**src/rtl/spi_slave_if.sv**
```systemverilog
// SPI mode-0 slave: synchronises sclk/cs_n/mosi into the system clock domain,
// receives 16-bit MSB-first words and shifts out a preloaded word on MISO.
module spi_slave_if #(
  parameter int unsigned DATA_W = 16
) (
  input  logic              i_sysclk,
  input  logic              i_sysrst_n,
  input  logic              i_sclk,
  input  logic              i_cs_n,
  input  logic              i_mosi,
  output logic              o_miso,
  output logic              o_miso_oe,
  input  logic              i_tx_ld,
  input  logic [DATA_W-1:0] i_tx_data,
  output logic              o_tx_empty,
  output logic [DATA_W-1:0] o_rx_data,
  output logic              o_rx_valid,
  output logic              o_frame_err
);

  localparam int unsigned CNT_W = $clog2(DATA_W);
  localparam logic [CNT_W-1:0] LAST = CNT_W'(DATA_W - 1);

  typedef enum logic {
    IDLE,
    ACTIVE
  } state_t;

  state_t state, state_nxt;

  logic [2:0] sclk_sync;
  logic [2:0] cs_sync;
  logic [2:0] mosi_sync;
  logic [1:0] sync_vld;
  logic       armed;

  logic              sclk_rise, sclk_fall;
  logic              cs_fall, cs_rise;

  logic [CNT_W-1:0]  bit_cnt;
  logic [DATA_W-1:0] rx_sr;
  logic [DATA_W-1:0] tx_sr;
  logic [DATA_W-1:0] tx_hold;
  logic              reload;

  logic start, stop, load_tx, shift_tx, shift_rx, abort;

  always_ff @(posedge i_sysclk) begin
    if (!i_sysrst_n) begin
      sclk_sync <= '0;
      cs_sync   <= '1;
      mosi_sync <= '0;
    end else begin
      sclk_sync <= {sclk_sync[1:0], i_sclk};
      cs_sync   <= {cs_sync[1:0], i_cs_n};
      mosi_sync <= {mosi_sync[1:0], i_mosi};
    end
  end

  // The reset values of cs_sync are not real pin samples, so a CS start only
  // counts once a genuinely synchronised high level has been observed.
  always_ff @(posedge i_sysclk) begin
    if (!i_sysrst_n) begin
      sync_vld <= '0;
      armed    <= 1'b0;
    end else begin
      sync_vld <= {sync_vld[0], 1'b1};
      armed    <= armed | (sync_vld[1] & cs_sync[1]);
    end
  end

  assign sclk_rise = sclk_sync[1] & ~sclk_sync[2];
  assign sclk_fall = ~sclk_sync[1] & sclk_sync[2];
  assign cs_fall   = armed & ~cs_sync[1] & cs_sync[2];
  assign cs_rise   = cs_sync[1] & ~cs_sync[2];

  always_ff @(posedge i_sysclk) begin
    if (!i_sysrst_n) begin
      state <= IDLE;
    end else begin
      state <= state_nxt;
    end
  end

  always_comb begin
    state_nxt = state;
    start     = 1'b0;
    stop      = 1'b0;
    load_tx   = 1'b0;
    shift_tx  = 1'b0;
    shift_rx  = 1'b0;
    abort     = 1'b0;
    case (state)
      IDLE: begin
        if (cs_fall) begin
          state_nxt = ACTIVE;
          start     = 1'b1;
          load_tx   = 1'b1;
        end
      end
      ACTIVE: begin
        // CS end wins over any sclk edge seen in the same cycle.
        if (cs_rise) begin
          state_nxt = IDLE;
          stop      = 1'b1;
          abort     = (bit_cnt != '0);
        end else begin
          shift_rx = sclk_rise;
          if (sclk_fall) begin
            load_tx  = reload;
            shift_tx = ~reload;
          end
        end
      end
      default: state_nxt = IDLE;
    endcase
  end

  always_ff @(posedge i_sysclk) begin
    if (!i_sysrst_n) begin
      bit_cnt     <= '0;
      rx_sr       <= '0;
      tx_sr       <= '0;
      tx_hold     <= '0;
      reload      <= 1'b0;
      o_tx_empty  <= 1'b1;
      o_rx_data   <= '0;
      o_rx_valid  <= 1'b0;
      o_frame_err <= 1'b0;
    end else begin
      o_rx_valid  <= 1'b0;
      o_frame_err <= 1'b0;

      if (load_tx) begin
        tx_sr <= o_tx_empty ? '0 : tx_hold;
      end else if (shift_tx) begin
        tx_sr <= {tx_sr[DATA_W-2:0], 1'b0};
      end

      // A load in the transfer cycle refills the holding register after the
      // shift register has taken the previous value.
      if (i_tx_ld) begin
        tx_hold    <= i_tx_data;
        o_tx_empty <= 1'b0;
      end else if (load_tx) begin
        o_tx_empty <= 1'b1;
      end

      if (start) begin
        bit_cnt <= '0;
      end

      if (load_tx || stop) begin
        reload <= 1'b0;
      end

      if (shift_rx) begin
        rx_sr <= {rx_sr[DATA_W-2:0], mosi_sync[2]};
        if (bit_cnt == LAST) begin
          bit_cnt    <= '0;
          o_rx_data  <= {rx_sr[DATA_W-2:0], mosi_sync[2]};
          o_rx_valid <= 1'b1;
          reload     <= 1'b1;
        end else begin
          bit_cnt <= bit_cnt + 1'b1;
        end
      end

      if (stop) begin
        o_frame_err <= abort;
      end
    end
  end

  assign o_miso_oe = ~cs_sync[2];
  assign o_miso    = o_miso_oe & tx_sr[DATA_W-1];

endmodule

```
**config.mk**
```make
export PLATFORM = sky130hd
export DESIGN_NAME = spi_slave_if
export DESIGN_NICKNAME = d
export VERILOG_FILES = /design/src/rtl/spi_slave_if.sv
export SDC_FILE = /design/constraint.sdc
export NUM_CORES = 1
export LEC_CHECK = 0
export ABC_AREA = 0
export CAP_MARGIN = 20
export CORE_ASPECT_RATIO = 0.6
export CORE_MARGIN = 1
export CORE_UTILIZATION = 54
export CTS_BUF_LIST = sky130_fd_sc_hd__clkbuf_16
export DETAILED_ROUTE_END_ITERATION = 10
export PLACE_DENSITY_LB_ADDON = 0.15
export RECOVER_POWER = 50
export SLEW_MARGIN = 20
export SYNTH_ARGS = -nofsm -noshare
export SYNTH_HDL_FRONTEND = slang
export SYNTH_SLANG_ARGS = --single-unit
```
**constraint.sdc**
```tcl
create_clock -name i_sysclk -period 1.97 [get_ports i_sysclk]
set_clock_uncertainty 0.1 [all_clocks]
set_input_delay 0.394 -clock i_sysclk [delete_from_list [all_inputs] [get_ports i_sysclk]]
set_output_delay 0.394 -clock i_sysclk [all_outputs]
set_load 0.03 [all_outputs]
```
-- Word-level counts from Yosys, hierarchy flattened
Cells that the tools add are included.
- word-level logic and storage cells: 67
- output and inout port bits: 21
- register bits: 84
- input port bits: 22
- bitwise operators: 14
- muxes and demuxes: 27
- reduce and logical (&&, ||, !) cells: 8
- add/sub/neg operators: 1
- equal/unequal tests: 1
- operators with widths (cell ; number):
    $mux W16 ; 3
    $mux W1 ; 19
    $mux W4 ; 3
    $and A1 B1 Y1 ; 7
    $not A1 Y1 ; 6
    $reduce_bool A2 Y1 ; 3
    $add A4 B1 Y4 const B ; 1
    $eq A4 B4 Y1 const B ; 1
    $pmux W1 S2 ; 2
    $reduce_and A2 Y1 ; 2
    $reduce_and A4 Y1 ; 1
    $reduce_bool A4 Y1 ; 1
    $logic_or A1 B1 Y1 ; 1
    $or A1 B1 Y1 ; 1

-- Depth between registers and ports, before layout
Gate-level depths: netlist of run 1.
- depth in word-level cells: 9
- depth in mapped cells: 7
- depth with buffers taken out: 5

-- Worst setup path before layout of run 1
Ideal clock, no wire load.
- kind: register to register
- from: register sclk_sync[2]
- to: register tx_sr[10]
- setup slack: 0.420 ns
- stages on the path, launching flop included: 7
- setup time: 0.123 ns
- arrival time: 1.327 ns
- buffers on the path: 2
- period minus slack after synthesis: 1.550 ns
- data required time: 1.747 ns
- path through: dfxtp_1 or2b_4 or3_1 buf_6 buf_8 nor3_4 a211oi_2
- cells in the longest elaborated chain, start to end: 5
- elaborated cells between the ends (all ways): 9
- those cells by class: 7 x mux; 1 x bitwise; 1 x reduce/logical
- ends and longest elaborated chain (element ; line ; text):
    from (decl) ; 31 ; logic [2:0] sclk_sync;
    from (signal assigned) ; 54 ; sclk_sync <= {sclk_sync[1:0], i_sclk};
    $and A1 B1 Y1 * ; 73 ; assign sclk_fall = ~sclk_sync[1] & sclk_sync[2];
    $mux W1 ; 109 ; if (sclk_fall) begin
    $mux W1 ; 103 ; if (cs_rise) begin
    $pmux W1 S2 / $mux W1 (equally long branches) ; 93 ; case (state)
    $mux W16 / $reduce_bool A2 Y1 (equally long branches) ; n/a ;
    to (signal assigned) ; 135 ; tx_sr <= o_tx_empty ? '0 : tx_hold;
    to (signal assigned) ; 137 ; tx_sr <= {tx_sr[DATA_W-2:0], 1'b0};
    to (decl) ; 42 ; logic [DATA_W-1:0] tx_sr;
Every way passes the cells marked *; elsewhere a longest branch is shown, timed or not.
A chain may end at the register's enable or synchronous reset.

-- Worst setup path after layout of run 1
- from: register cs_sync[2]
- to: output port o_miso_oe
- cells in the longest elaborated chain, start to end: 1
- ends and longest elaborated chain (element ; line ; text):
    from (decl) ; 32 ; logic [2:0] cs_sync;
    from (signal assigned) ; 55 ; cs_sync <= {cs_sync[1:0], i_cs_n};
    $not A1 Y1 ; 175 ; assign o_miso_oe = ~cs_sync[2];
    to (decl) ; 12 ; output logic o_miso_oe,
No other way between the ends.

==> run_results.csv, run 1 <==
group,metric,value,unit
outcome,status,"finished clean",
die,ios,43,
grt,antenna_found_initial,0,
final_layout,diodes,0,
logic_synthesis,ys_seq_area_share,50.3,%
placement,gp_congestion,0.792,
detailed_routing,post-route-drc-count,0,
critical_path,r2r_setup_slack,0.23,ns
cts,clock_latency,0.34,ns
logic_synthesis,postSynthAreaPerCell,9.31,sq um
die,dieArea,6520,sq um
critical_path,crit_slowest_cell,"clkdlybuf4s50_1",
timing,slew_headroom,67.2,%
logic_synthesis,syn_inst,359,
cts,root_buffer,"clkbuf_16",
logic_synthesis,async_reset_ff_share,0,%
logic_synthesis,ys_ff_latch,84,
grt,gr-total-overflow,0,
timing,worst_slew_pin_slew,0.492,ns
logic_synthesis,ys.flop_type,"dfxtp_1",
final_layout,nets,425,
grt,grt_pass1_vias,2511,
die,fp.dieH,62.9,um
logic_synthesis,synth_top_area_share,50.3,%
cts,cts_made_buffers,9,
detailed_routing,vias_per_cell,5.32,
logic_synthesis,ys_warn_count,0,
cts,clock_sinks,84,
final_layout,drive_gt1_share,12.1,%
placement,hpwlAfterDp,4490,um
power_and_ir_drop,vdd_drop_max,0.469,mV
timing,slew_viol_final,0,
critical_path,slowest_delay,0.65,ns
timing,hold_viol,0,
timing,rsz0062_at_grt,"no",
detailed_routing,drt-total-wl,6730,um
cts,hold_buffers,0,
logic_synthesis,ys_types,43,
critical_path,crit_chain,"inv_1, clkdlybuf4s50_1",
power_and_ir_drop,p_leak,0.00163,uW
die,dieWidth,104,um
logic_synthesis,synth_largest_area_cell,"dfxtp_1",
critical_path,crit_arrival,1.40,ns
logic_synthesis,syn_area,3340,sq um
power_and_ir_drop,power_density,897,nW/um^2
placement,io_buffers,42,
cts,h-tree-depth,3,
critical_path,cp-start-kind,"flip-flop",
cts,clkTransAtPathRegs,0.06,ns
logic_synthesis,ys_top_cells_by_count,"84 x dfxtp_1, 66 x nand2_1, 33 x a21oi_1",
die,rows,21,
cts,cts_tree,"done",
detailed_routing,first_pass_iters,4,
detailed_routing,vias,2584,
grt,track_usage,23.3,%
final_layout,synthToLayoutAreaGrowth,23.5,%
logic_synthesis,ys_top_cells_by_area,"dfxtp_1 50%, nand2_1 7.4%, mux2i_1 5.1%, a21oi_1 4.9%, nand2b_1 3.6%",
final_layout,nFillCells,443,
timing,setup_viol,0,
grt,grt_max_degree,32,
detailed_routing,wl_per_cell,13.8,um
logic_synthesis,yosysMostFrequentCell,"dfxtp_1",
critical_path,cp-end-kind,"output pin",
logic_synthesis,synth_edf_count,0,
timing,setup_tns,0,ns
flow_run,timing.max_cap.violations,0,
critical_path,cp.required,1.48,ns
cts,clockBufferDepth,2,
detailed_routing,ant_nets,0,
final_layout,finish.utilization,71.7,%
critical_path,cp_max_fo,6,
grt,grt_pass1_wl,11800,um
logic_synthesis,synth_fp_nets,383,
timing,fin_crit,1.89,ns
die,initial_utilization,58.1,%
worst_hold_path,hold_path.class,"reg2reg",
critical_path,critPathKind,"reg2out",
die,core_area,5750,sq um
cts,cts_setup_buffers,0,
detailed_routing,drt-initial-drc-count,127,
timing,post-route-period-util,96.2,%
cts,cts-resized-gates,1,
timing,clock.fmax,528,MHz
==> layout by cell type (no fill, tap or decap), drive strengths merged, types with 3 or more instances in the layout <==
master and n:
dfxtp 84, nand2 66, clkdlybuf4s50 40, a21oi 34, nor2 21, nand2b 19
o21ai 19, mux2i 17, a211oi 16, nor3 15, buf 12, clkbuf 12
and2 8, inv 8, and3 3, clkinv 3, nor2b 3
==> flip-flops by register name (all words and copies together), names as in the netlist <==
| register | flops |
|---|---|
| armed | 1 |
| bit_cnt | 4 |
| cs_sync | 3 |
| mosi_sync | 3 |
| o_frame_err | 1 |
| o_rx_data | 16 |
| o_rx_valid | 1 |
| o_tx_empty | 1 |
| reload | 1 |
| rx_sr | 15 |
| sclk_sync | 3 |
| state | 1 |
| sync_vld | 2 |
| tx_hold | 16 |
| tx_sr | 16 |
==> kinds of logic after synthesis <==
| logic type | synth area share, % |
|---|---|
| adder cells (fa/ha/maj) | 0.749 |
| flip-flops | 50.3 |
| buffers and inverters | 6.03 |
| multiplexers | 5.09 |
| AO/OA/AOI/OAI | 14.4 |
| AND/OR/NAND/NOR | 23.4 |
==> through the flow <==
stage               total power, uW  area, sq um  hold WS (ns)  setup slack [ns]  std cells
global placement               1970         3830         0.290             0.241        470
global route                   3830         4130         0.346            0.0434        486
detailed placement             1980         3830         0.307             0.193        470
CTS                            3740         4150         0.340          0.000210        486
finish                         3700         4130         0.334            0.0756        486
floorplan                      1900         3340         0.286             0.420        359
==> per-layer routing <==
metal / GRT usage, % / routed length, um / vias up
met5: 0 / 0 / -
met3: 7.92 / 378 / 9
met1: 31.2 / 3460 / 1206
li1: - / - / 1302
met2: 34.8 / 2820 / 67
met4: 8.88 / 78 / 0
==> cell type report <==
class                   instances  area (sq um)  share of cell area, %
clock buffers                   9           225                   5.46
repair buffers                 57           549                   13.3
flip-flops and latches         84          1680                   40.8
clock inverters                 7          93.8                   2.27
well taps                      80           100                   2.42
inverters                       6          22.5                  0.546
multi-input cells             243          1450                   35.2
==> worst paths after layout <==
kind / start / endpoint / cells past startpoint
worst max-delay path: cs_sync[2]$_SDFF_PN1_ / o_miso_oe / 2
worst min-delay path: sync_vld[0]$_DFF_P_ / sync_vld[1]$_SDFF_PN0_ / 1
worst max register to register: state$_SDFF_PN0_ / tx_sr[10]$_SDFFE_PN0P_ / 5
worst min register to register: sync_vld[0]$_DFF_P_ / sync_vld[1]$_SDFF_PN0_ / 1
==> power by group <==
part | total, uW | switching, uW | internal (uW) | leakage [uW]
Clock | 1760 | 655 | 1110 | 0.000162
Sequential | 1760 | 22.7 | 1740 | 0.000683
Combinational | 179 | 83.9 | 95.5 | 0.000784
==> worst max-delay path, delay by kind of cell, from the launching register on <==
kind	cells	cell delay [ns]
flops	1	0.36
buf+inv	2	0.71
No activity file was read; power rests on OpenSTA's default activity.
==> run 2: changes to the inputs <==
--- a/config.mk
+++ b/config.mk
@@ -12,6 +12,7 @@
 export CORE_UTILIZATION = 54
 export CTS_BUF_LIST = sky130_fd_sc_hd__clkbuf_16
 export DETAILED_ROUTE_END_ITERATION = 10
+export GPL_ROUTABILITY_DRIVEN = 0
 export PLACE_DENSITY_LB_ADDON = 0.15
 export RECOVER_POWER = 50
 export SLEW_MARGIN = 20
==> results of run 2 <==
Same layout as run 1: the final DEF is identical, and so are final timing and power.
